<file path="src/rtl/tmac_uni_param.sv">
// -----------------------------------------------------------------------------
// tmac_uni_param
// Temporal-unary multiply-accumulate over LANES lanes of WIDTH-bit unsigned
// operands. One operation is:
//   RUN   : 2^WIDTH cycles. Each lane counts the cycles in which both
//           (c < A) and (bitrev(c) < B) hold. That count is A*B/2^WIDTH in
//           unary form.
//   SUM1  : the lanes are added in groups of four.
//   SUM2  : the group sums are totalled. The result is either scaled
//           (divided by LANES) or saturated to WIDTH bits.
//   EMIT  : 2^WIDTH cycles. The result is regenerated as a unipolar
//           bitstream, oC = (res > bitrev(c)).
//
// Ports
//   clk        clock
//   rst        asynchronous reset, active-high
//   start      request an operation; honoured only in IDLE
//   scaled     mode, sampled with start (1: divide by LANES, 0: saturate)
//   iA, iB     flattened operands, lane i at [i*WIDTH +: WIDTH]
//   busy       high from the cycle after an accepted start through last EMIT
//   res        binary result, holds until the next result
//   res_valid  one-cycle pulse when res updates
//   ovf        nonscaled sum exceeded 2^WIDTH-1
//   oC         unipolar output bitstream
//   oc_valid   high while oC carries the result stream
// -----------------------------------------------------------------------------
module tmac_uni_param #(
    parameter int WIDTH = 8,
    parameter int LANES = 16
) (
    input  logic                     clk,
    input  logic                     rst,
    input  logic                     start,
    input  logic                     scaled,
    input  logic [LANES*WIDTH-1:0]   iA,
    input  logic [LANES*WIDTH-1:0]   iB,
    output logic                     busy,
    output logic [WIDTH-1:0]         res,
    output logic                     res_valid,
    output logic                     ovf,
    output logic                     oC,
    output logic                     oc_valid
);

    localparam int LG     = $clog2(LANES);
    localparam int GROUPS = LANES / 4;
    localparam int PW     = WIDTH + 2;
    localparam int SW     = WIDTH + LG;

    localparam logic [2:0] S_IDLE = 3'd0;
    localparam logic [2:0] S_RUN  = 3'd1;
    localparam logic [2:0] S_SUM1 = 3'd2;
    localparam logic [2:0] S_SUM2 = 3'd3;
    localparam logic [2:0] S_EMIT = 3'd4;

    localparam logic [WIDTH-1:0] C_ZERO = {WIDTH{1'b0}};
    localparam logic [WIDTH-1:0] C_MAX  = {WIDTH{1'b1}};
    localparam logic [WIDTH-1:0] C_ONE  = {{(WIDTH-1){1'b0}}, 1'b1};
    localparam logic [SW-1:0]    S_MAX  = SW'(C_MAX);

    // Sobol dimension 1 is the bit-reversed counter.
    function automatic logic [WIDTH-1:0] f_bitrev(input logic [WIDTH-1:0] v);
        logic [WIDTH-1:0] o;
        for (int k = 0; k < WIDTH; k++) begin
            o[k] = v[WIDTH-1-k];
        end
        return o;
    endfunction

    logic [2:0]             r_state;
    logic [WIDTH-1:0]       r_c;
    logic [LANES*WIDTH-1:0] r_a;
    logic [LANES*WIDTH-1:0] r_b;
    logic                   r_scaled;
    logic [WIDTH-1:0]       r_cnt [LANES];
    logic [PW-1:0]          r_part [GROUPS];
    logic                   r_busy;
    logic [WIDTH-1:0]       r_res;
    logic                   r_res_valid;
    logic                   r_ovf;
    logic                   r_oc;
    logic                   r_oc_valid;

    logic [WIDTH-1:0]       w_r;
    logic [WIDTH-1:0]       w_c_inc;
    logic [LANES-1:0]       w_m;
    logic [PW-1:0]          w_part [GROUPS];
    logic [SW-1:0]          w_sum;
    logic [WIDTH-1:0]       w_res_next;
    logic                   w_ovf_next;
    logic                   w_oc_next;

    // Sequence value, next counter value and per-lane unary product bits.
    always_comb begin
        w_r     = f_bitrev(r_c);
        w_c_inc = r_c + C_ONE;
        w_m     = {LANES{1'b0}};
        for (int i = 0; i < LANES; i++) begin
            w_m[i] = (r_c < r_a[i*WIDTH +: WIDTH]) & (w_r < r_b[i*WIDTH +: WIDTH]);
        end
        // The EMIT bit for the next cycle is computed one cycle ahead so that oC can be registered.
        w_oc_next = (r_res > f_bitrev(w_c_inc));
    end

    // Group-of-four partial sums, the total, and the scale/saturate stage.
    always_comb begin
        for (int g = 0; g < GROUPS; g++) begin
            w_part[g] = PW'(r_cnt[4*g]) + PW'(r_cnt[4*g+1])
                      + PW'(r_cnt[4*g+2]) + PW'(r_cnt[4*g+3]);
        end
        w_sum = {SW{1'b0}};
        for (int g = 0; g < GROUPS; g++) begin
            w_sum = w_sum + SW'(r_part[g]);
        end
        if (r_scaled) begin
            w_res_next = w_sum[SW-1:LG];
            w_ovf_next = 1'b0;
        end else if (w_sum > S_MAX) begin
            w_res_next = C_MAX;
            w_ovf_next = 1'b1;
        end else begin
            w_res_next = w_sum[WIDTH-1:0];
            w_ovf_next = 1'b0;
        end
    end

    // Control FSM, lane counters, sum pipeline and registered outputs.
    always_ff @(posedge clk or posedge rst) begin
        if (rst) begin
            r_state     <= S_IDLE;
            r_c         <= C_ZERO;
            r_a         <= {(LANES*WIDTH){1'b0}};
            r_b         <= {(LANES*WIDTH){1'b0}};
            r_scaled    <= 1'b0;
            r_busy      <= 1'b0;
            r_res       <= C_ZERO;
            r_res_valid <= 1'b0;
            r_ovf       <= 1'b0;
            r_oc        <= 1'b0;
            r_oc_valid  <= 1'b0;
            for (int i = 0; i < LANES; i++) begin
                r_cnt[i] <= C_ZERO;
            end
            for (int g = 0; g < GROUPS; g++) begin
                r_part[g] <= {PW{1'b0}};
            end
        end else begin
            case (r_state)
                S_IDLE: begin
                    r_res_valid <= 1'b0;
                    r_oc        <= 1'b0;
                    r_oc_valid  <= 1'b0;
                    if (start) begin
                        r_a      <= iA;
                        r_b      <= iB;
                        r_scaled <= scaled;
                        r_c      <= C_ZERO;
                        r_busy   <= 1'b1;
                        r_state  <= S_RUN;
                        for (int i = 0; i < LANES; i++) begin
                            r_cnt[i] <= C_ZERO;
                        end
                    end else begin
                        r_busy <= 1'b0;
                    end
                end
                S_RUN: begin
                    for (int i = 0; i < LANES; i++) begin
                        r_cnt[i] <= r_cnt[i] + WIDTH'(w_m[i]);
                    end
                    // The counter wraps to zero on the last RUN cycle.
                    r_c <= w_c_inc;
                    if (r_c == C_MAX) begin
                        r_state <= S_SUM1;
                    end else begin
                        r_state <= S_RUN;
                    end
                end
                S_SUM1: begin
                    for (int g = 0; g < GROUPS; g++) begin
                        r_part[g] <= w_part[g];
                    end
                    r_state <= S_SUM2;
                end
                S_SUM2: begin
                    r_res       <= w_res_next;
                    r_ovf       <= w_ovf_next;
                    r_res_valid <= 1'b1;
                    // bitrev(0) is 0, so the first EMIT bit is simply res != 0.
                    r_oc        <= (w_res_next != C_ZERO);
                    r_oc_valid  <= 1'b1;
                    r_c         <= C_ZERO;
                    r_state     <= S_EMIT;
                end
                S_EMIT: begin
                    r_res_valid <= 1'b0;
                    r_c         <= w_c_inc;
                    if (r_c == C_MAX) begin
                        r_state    <= S_IDLE;
                        r_busy     <= 1'b0;
                        r_oc       <= 1'b0;
                        r_oc_valid <= 1'b0;
                    end else begin
                        r_oc <= w_oc_next;
                    end
                end
                default: begin
                    r_state     <= S_IDLE;
                    r_busy      <= 1'b0;
                    r_res_valid <= 1'b0;
                    r_oc        <= 1'b0;
                    r_oc_valid  <= 1'b0;
                end
            endcase
        end
    end

    assign busy      = r_busy;
    assign res       = r_res;
    assign res_valid = r_res_valid;
    assign ovf       = r_ovf;
    assign oC        = r_oc;
    assign oc_valid  = r_oc_valid;

endmodule

</file>
<file path="config.mk">
export PLATFORM = sky130hd
export DESIGN_NAME = tmac_uni_param
export DESIGN_NICKNAME = d
export VERILOG_FILES = /design/src/rtl/tmac_uni_param.sv
export SDC_FILE = /design/constraint.sdc
export NUM_CORES = 1
export LEC_CHECK = 0
export CORE_ASPECT_RATIO = 2
export CORE_MARGIN = 4
export CORE_UTILIZATION = 50
export DETAILED_ROUTE_END_ITERATION = 12
export GPL_TIMING_DRIVEN = 0
export MAX_ROUTING_LAYER = met4
export PLACE_DENSITY = 0.72
export SLEW_MARGIN = 30
export SYNTH_ARGS = -nofsm -noshare
export SYNTH_HDL_FRONTEND = slang
export SYNTH_SLANG_ARGS = --single-unit
</file>
<file path="constraint.sdc">
create_clock -name clk -period 55.6 [get_ports clk]
set_input_delay 16.68 -clock clk [delete_from_list [all_inputs] [get_ports clk]]
set_output_delay 16.68 -clock clk [all_outputs]
set_load 0.02 [all_outputs]
</file>
======== Word-level counts from Yosys, hierarchy flattened ========
Index checks and enable logic that the tools add are counted.
word-level totals
  output and inout bits ................... 13
  word-level logic and storage cells ...... 154
  bits of input ports ..................... 260
  bits in registers ....................... 449
cells by class
  bitwise gates (word level) .............. 18
  order comparisons ....................... 34
  muxes and demuxes ....................... 19
  add/sub/neg operators ................... 32
  equality and inequality tests ........... 7
  reduce and logical (&&, ||, !) cells .... 13
operator list
  operator                                                                          number
  8-bit less-than comparator                                                        32
  128-bit one-hot mux with 2 select lines                                           1
  8-bit by 1-bit adder with 8-bit output                                            16
  128-bit two-way mux                                                               1
  10-bit by 8-bit adder with 10-bit output                                          4
  9-bit by 8-bit adder with 10-bit output                                           4
  8-bit by 8-bit adder with 9-bit output                                            4
  8-bit two-way mux                                                                 3
  8-bit one-hot mux with 3 select lines                                             1
  1-bit AND                                                                         16
  3-bit one-hot mux with 5 select lines                                             1
  11-bit by 10-bit adder with 12-bit output                                         1
  12-bit by 10-bit adder with 12-bit output                                         1
  12-bit by 8-bit greater-than comparator with 1-bit output, second input constant  1
  2-bit AND reduction                                                               6
  10-bit by 10-bit adder with 11-bit output                                         1
  1-bit one-hot mux with 3 select lines                                             3
  8-bit by 1-bit adder with 8-bit output, second input constant                     1
  8-bit == test, second input constant                                              1
  8-bit greater-than comparator                                                     1
  8-bit nonzero test                                                                1
  3-bit by 2-bit == test with 1-bit output, second input constant                   2
  3-bit two-way mux                                                                 2
  1-bit two-way mux                                                                 5
  other kinds (11)                                                                  14

======== Logic depth before layout (Yosys ltp) ========
Gate-level depths: netlist of run 1.
  depth in word-level cells ............... 8
  gate-level depth with buffers ........... 17
  depth with buffers taken out ............ 16

======== Worst setup path after synthesis of run 1 ========
Ideal clock, no wire load.
  path type ............................... input to register
  from .................................... input start
  to ...................................... register r_cnt[16] (netlist name)
  stages .................................. 7
  required time ........................... 55.534 ns
  path buffers ............................ 3
  library setup time ...................... 0.066 ns
  setup slack ............................. 37.568 ns
  data arrival time ....................... 17.966 ns
  cell sequence ........................... nor2b_1 and2_1 clkbuf_1 nor2_1 clkbuf_1 clkbuf_1 a22o_1
on the way
  word-level cells in the longest chain between the ends .. 2
RTL lines
  item                                    line  text
  start: declaration                      33    input logic start,
  2-bit inequality test (no source line)  n/a
  2-bit AND reduction (no source line)    n/a
  end signal: indexed assignment          169   r_cnt[i] <= r_cnt[i] + WIDTH'(w_m[i]);
  end: declaration                        75    logic [WIDTH-1:0] r_cnt [LANES];
Every way passes these cells.
A chain may end at the register's enable or synchronous reset.

======== Worst setup path after layout of run 1 ========
  from .................................... input start
  to ...................................... register r_b[99]
on the way
  word-level cells in the longest chain between the ends .. 1
RTL lines
  item                                  line  text
  2-bit AND reduction (no source line)  n/a
  end signal: assignment                133   r_b <= {(LANES*WIDTH){1'b0}};
  end signal: assignment                155   r_b <= iB;
  end: declaration                      73    logic [LANES*WIDTH-1:0] r_b;
Every way passes these cells.

==> impl_metrics.csv, run 1 <==
group,metric,value,unit
status,outcome,"complete, no violations",
die,dieArea,0.0571,mm2
timing,finalSetupTns,0,ns
clocking,cts_tree,"built",
synthesis,ys_async_sr_fraction,100,%
timing,skew,0.0234,ns
synthesis,synth_common_cells,"dfrtp_1, nand2_1, o21ai_0, inv_1, ha_1",
synthesis,syn_inst,2790,
clocking,clk_pin_slew,0.07,ns
timing,final-hold-violation-count,0,
global_routing,track_usage,29.6,%
global_routing,grt_overflow,0,
synthesis,synthTopCellsByArea,"dfrtp_1, ha_1, o21ai_0",
clocking,ctsResizeCount,0,
critical_path,required,56.10,ns
clocking,clock-sinks,449,
clocking,insertion_delay,0.58,ns
cells_and_area,final_cell_area,0.0319,mm2
synthesis,synthFlopType,"dfrtp_1",
routing,vias,21874,
critical_path,critical_path.max_fanout,10,
clocking,cts_buffers,41,
pwr,peakVddDrop,0.0396,mV
timing,period_needed,19.14,ns
worst_hold_path,hold_path_class,"register to register",
routing,initialDrtViolationCount,1309,
clocking,clockBufferDepth,3,
cells_and_area,multi_input_area,0.0137,mm2
cells_and_area,n_fill_cell,4485,
synthesis,yosys_warnings,0,
clocking,postCtsSetupBuffers,0,
synthesis,ys_ff_latch,449,
routing,vias_per_cell,5.73,
timing,maxSlewHeadroom,33.1,%
synthesis,ys_seq_area_share,42.3,%
placement,placed_area,0.0305,mm2
placement,detailed_place_hpwl,62600,um
critical_path,crit_type,"input pin to register",
global_routing,antenna_found_initial,5,
global_routing,grt_pass1_wl,127000,um
critical_path,crit_path_end_kind,"register",
cells_and_area,area_delta_synth_final,20.3,%
die,boundaryPins,273,
cells_and_area,drive_above_1_share,3.65,%
placement,portBuffers,272,
timing,worst_pin_slew,1.00,ns
routing,ant_nets,0,
die,start_util,50.5,%
synthesis,synth_fp_nets,3446,
timing,finalCritPeriodShare,34.4,%
synthesis,synth_edf_count,0,
synthesis,yosysMostFrequentCell,"dfrtp_1",
routing,drc,0,
cells_and_area,fin_nets,3773,
routing,wire_per_inst,21.3,um
die,die_w,171,um
die,core,0.0526,mm2
timing,slew_violations,0,
placement,gp_congestion,0.950,
clocking,root_buffer,"clkbuf_16",
clocking,holdBufCountCts,0,
critical_path,start_kind,"input pin",
global_routing,first_global_vias,23756,
clocking,htree_levels,2,
timing,fmax,0.0522,GHz
timing,grt_setup_unrepaired,"false",
cells_and_area,ff_latch_area,0.0113,mm2
job,cap_viol_max_count,0,
synthesis,synth.cell_area,0.0266,mm2
pwr,leakage,15.6,nW
routing,first_pass_iters,7,
die,row_count,119,
critical_path,arrival,19.63,ns
synthesis,synth_top_area_share,42.3,%
global_routing,grt_max_degree,94,
die,die_h,334,um
synthesis,synth.largest_area_cell,"dfrtp_1",
routing,routed_wl,81300,um
synthesis,synth_cell_types,49,
synthesis,synth_area_per_cell,9.52,um2
pwr,powerDensity,48.6,mW/mm2
timing,setup_viol,0,
==> cells in the final DEF (no fill, tap or decap), types with 10 or more instances in the layout <==
master / count
mux2i_1: 12
a21oi_1: 94
xor2_1: 15
dfrtp_1: 441
inv_1: 324
clkdlybuf4s50_1: 272
o21bai_1: 22
nand2_1: 423
a31oi_1: 19
nand3_1: 74
nor2b_1: 23
a22o_1: 33
ha_1: 312
o21ai_0: 406
and3_1: 23
clkbuf_1: 100
xnor2_1: 21
buf_16: 10
fa_1: 84
nand2b_1: 40
nor2_1: 64
o31ai_1: 16
clkbuf_16: 43
nand4_1: 40
a21o_1: 111
==> cell families after synthesis <==
| logic type | after synthesis | synth area share [%] |
|---|---|---|
| fa+ha+maj | 397 | 21.1 |
| simple gates | 710 | 11.8 |
| compound gates | 749 | 16.7 |
| mux | 20 | 0.792 |
| flops | 449 | 42.3 |
| buf+inv | 429 | 6.10 |
| xor+xnor | 36 | 1.19 |
==> worst max-delay path, stage by stage <==
cell,delay [ns]
clkdlybuf4s50_1,0.51
nor2b_1,0.25
and2_1,0.16
clkbuf_1,0.36
clkbuf_1,0.73
clkbuf_1,0.58
nand2_1,0.23
o21ai_0,0.12
==> per-stage QoR <==
step	power (W)	std cells	worst slack [ns]	util [%]	hold slack, ns
global route	0.00169	3817	36.31	60.8	0.499
finish	0.00155	3820	36.46	60.8	0.480
CTS	0.00156	3813	36.52	60.7	0.481
floorplan	0.000975	2790	26.41	-	0.447
detailed placement	0.00123	3739	35.90	58.0	0.463
global placement	0.00118	3727	21.01	57.3	0.461
==> metal layers <==
layer,wire length [um],global-route usage (%)
met1,28600,31.4
met4,6350,19.0
met2,42300,51.5
met5,0,-
met3,4140,3.50
==> worst paths after layout <==
path,startpoint,end,slack [ns],cells after the start
setup reg to reg,r_c[7]$_DFFE_PP0P_,r_cnt[102]$_DFFE_PP0P_,50.99,16
max in group asynchronous,rst,r_a[83]$_DFFE_PP0P_,37.85,4
setup / recovery,start,r_b[99]$_DFFE_PP0P_,36.46,8
hold reg to reg,r_a[32]$_DFFE_PP0P_,r_a[32]$_DFFE_PP0P_,0.48,2
min in group asynchronous,rst,res[5]$_DFFE_PP0P_,16.51,2
hold / removal,r_a[32]$_DFFE_PP0P_,r_a[32]$_DFFE_PP0P_,0.48,2
==> where the power goes <==
| group | internal [W] | total [W] | switching [W] |
|---|---|---|---|
| registers | 0.000426 | 0.000507 | 0.0000813 |
| clock network | 0.000184 | 0.000317 | 0.000132 |
| logic | 0.000331 | 0.000730 | 0.000400 |
| total | 0.000941 | 0.00155 | 0.000613 |
==> flip-flops by register name, summed over array words and instances, names as in the netlist <==
register and count:
r_part 40, r_cnt 128, r_a 128, ovf 1, res 8, r_c 8
oC 1, busy 1, oc_valid 1, res_valid 1, r_state 3, r_scaled 1
r_b 128
==> area by class of cell <==
class / instances / area share [%]
Timing Repair Buffer: 284 / 9.51
Antenna cell: 7 / 0.0548
Inverter: 325 / 3.84
Clock inverter: 20 / 0.967
Clock buffer: 54 / 3.62
Buffer: 104 / 1.26
Sequential cell: 449 / 35.2
Multi-Input combinational cell: 1912 / 42.9
Tap cell: 665 / 2.60
(Power assumes the default switching activity.)
==> run 2: changes to the inputs <==
- clock period: 55.6 -> 19.9 ns (I/O delays scaled with it)
==> results of run 2 <==
The final DEF is identical to that of run 1. Status: complete, no violations.
Main changes from that run: setup slack after placement 35.90 ns -> 10.91 ns; setup slack after layout 36.46 ns -> 11.47 ns; register-to-register setup slack 50.99 ns -> 15.29 ns; total power 0.00155 W -> 0.00434 W; worst IR drop on VDD 0.0396 mV -> 0.111 mV
==> run 3: changes to the inputs <==
- clock period: 19.9 -> 8 ns (I/O delays scaled with it)
==> run 3 against run 2 <==
Compared with the run above: sequential share of layout area fell by 0.16 points; non-clock buffer count rose by 13; critical endpoint unchanged; highest routed layer unchanged; combinational power rose to 2.5 times the previous value; worst hold slack got worse by 0.0035 ns; via count fell by 0.61%.
==> impl_metrics.csv, run 3 (synthesis gave the netlist of run 1 again) <==
group,metric,value,unit
status,outcome,"complete, no violations",
placement,detailed_place_hpwl,63300,um
cells_and_area,fin_nets,3787,
die,boundaryPins,273,
clocking,cts_buffers,42,
pwr,peakVddDrop,0.215,mV
routing,ant_nets,0,
critical_path,critical_path.max_fanout,10,
timing,maxSlewHeadroom,33.2,%
timing,slew_violations,0,
routing,vias_per_cell,5.67,
clocking,insertion_delay,0.57,ns
placement,gp_congestion,0.917,
routing,first_pass_iters,5,
global_routing,grt_overflow,0,
cells_and_area,area_delta_synth_final,20.9,%
routing,routed_wl,81100,um
timing,grt_setup_unrepaired,"false",
cells_and_area,top_regs,"r_a (128), r_b (128), r_cnt (128)",
clocking,root_buffer,"clkbuf_16",
routing,vias,21740,
clocking,holdBufCountCts,0,
critical_path,required,8.48,ns
cells_and_area,finish.utilization,61.1,%
clocking,htree_levels,2,
timing,worst_pin_slew,0.976,ns
critical_path,crit_top_cell,"clkbuf_1",
critical_path,start_kind,"input pin",
routing,initialDrtViolationCount,1453,
clocking,clk_pin_slew,0.07,ns
routing,wire_per_inst,21.2,um
critical_path,max_stage_delay,0.72,ns
cells_and_area,n_fill_cell,4459,
cells_and_area,drive_above_1_share,4.05,%
timing,setup_viol,0,
worst_hold_path,hold_path_class,"register to register",
die,die_h,334,um
critical_path,crit_path_cell_trace,"clkdlybuf4s50_1 -> nor2b_1 -> and2_1 -> clkbuf_1 -> clkbuf_1 -> clkbuf_1 -> nand2_1 -> o21ai_0",
job,cap_viol_max_count,0,
timing,fmax,0.202,GHz
critical_path,crit_type,"input pin to register",
global_routing,grt_pass1_wl,125000,um
critical_path,critPathTopFamily,"buffers and inverters",
clocking,ctsResizeCount,0,
pwr,p_total,0.0107,W
timing,finalCritPeriodShare,61.8,%
clocking,cts_tree,"built",
global_routing,first_global_vias,23031,
global_routing,antenna_found_initial,5,
die,row_count,119,
clocking,clock-sinks,449,
placement,portBuffers,272,
timing,skew,0.0146,ns
die,die_w,171,um
critical_path,crit_path_end_kind,"register",
cells_and_area,final_common_cell,"dfrtp_1",
die,start_util,50.5,%
timing,period_needed,4.95,ns
clocking,postCtsSetupBuffers,0,
critical_path,arrival,5.43,ns
global_routing,grt_max_degree,34,
die,dieArea,0.0571,mm2
die,core,0.0526,mm2
cells_and_area,layout_common_cells,"dfrtp_1, nand2_1, o21ai_0, inv_1, ha_1",
clocking,clockBufferDepth,3,
critical_path,cp_slowest_cell,"clkbuf_1",
timing,final-hold-violation-count,0,
global_routing,track_usage,29.3,%
routing,drc,0,
pwr,leakage,15.7,nW
critical_path,crit_buf_inv,4,
pwr,powerDensity,333,mW/mm2
## run 3: where the power goes
group | switching, W | internal (W) | leakage [nW]
clock | 0.000908 | 0.00113 | 0.678
combinational | 0.00280 | 0.00232 | 9.35
sequential | 0.000559 | 0.00296 | 5.63
total | 0.00427 | 0.00641 | 15.7
## run 3: through the flow
| step | instance area (um2) | hold slack (ns) | setup slack [ns] | cells | TNS (ns) |
|---|---|---|---|---|---|
| floorplan | 26600 | 0.447 | -0.471 | 2790 | -211.54 |
| global placement | 30100 | 0.461 | -3.44 | 3727 | -1497.61 |
| detailed placement | 30700 | 0.463 | 2.56 | 3752 | 0 |
| CTS | 32100 | 0.479 | 3.14 | 3828 | 0 |
| global route | 32100 | 0.493 | 3.04 | 3833 | 0 |
| finish | 32100 | 0.477 | 3.05 | 3833 | 0 |
## run 3: worst reg2reg max path, stage by stage, from the launching register on
cell       delay (ns)
dfrtp_2          0.68
clkbuf_1         0.43
buf_2            0.37
nand2b_1         0.23
a21o_1           0.18
a21o_1           0.18
a21o_1           0.17
a21o_1           0.19
a21oi_1          0.16
o21bai_1         0.09
a2111oi_1        0.89
ha_1             0.30
and3_1           0.26
nand4_1          0.14
nand3_1          0.12
o21ai_0          0.10
## run 3: path summary, 6_finish.rpt
check	slack [ns]	depth (start not counted)	start	to
min reg2reg	0.48	2	r_b[32]$_DFFE_PP0P_	r_b[32]$_DFFE_PP0P_
max reg2reg	3.36	15	r_c[7]$_DFFE_PP0P_	r_cnt[69]$_DFFE_PP0P_
min in group asynchronous	2.13	2	rst	res[6]$_DFFE_PP0P_
min	0.48	2	r_b[32]$_DFFE_PP0P_	r_b[32]$_DFFE_PP0P_
max	3.05	8	start	r_b[99]$_DFFE_PP0P_
max in group asynchronous	4.11	9	rst	r_a[98]$_DFFE_PP0P_
## run 3: area by class of cell
class                   instances  area, um2  area share, %
multi-input cells            1912      13700           42.7
well taps                     665        832           2.59
plain buffers                 104        403           1.26
diodes                          5       12.5         0.0390
clock inverters                16        140          0.437
inverters                     325       1220           3.81
repair buffers                297       3300           10.3
clock buffers                  60       1220           3.80
flip-flops and latches        449      11300           35.1
## run 3: routing by layer
metal | up-vias | track usage (%) | part of all wire (%)
met5 | - | - | 0
met4 | 0 | 16.3 | 6.8
met3 | 244 | 3.16 | 4.5
met2 | 705 | 52.7 | 53
met1 | 10664 | 30.8 | 35
li1 | 10127 | - | -
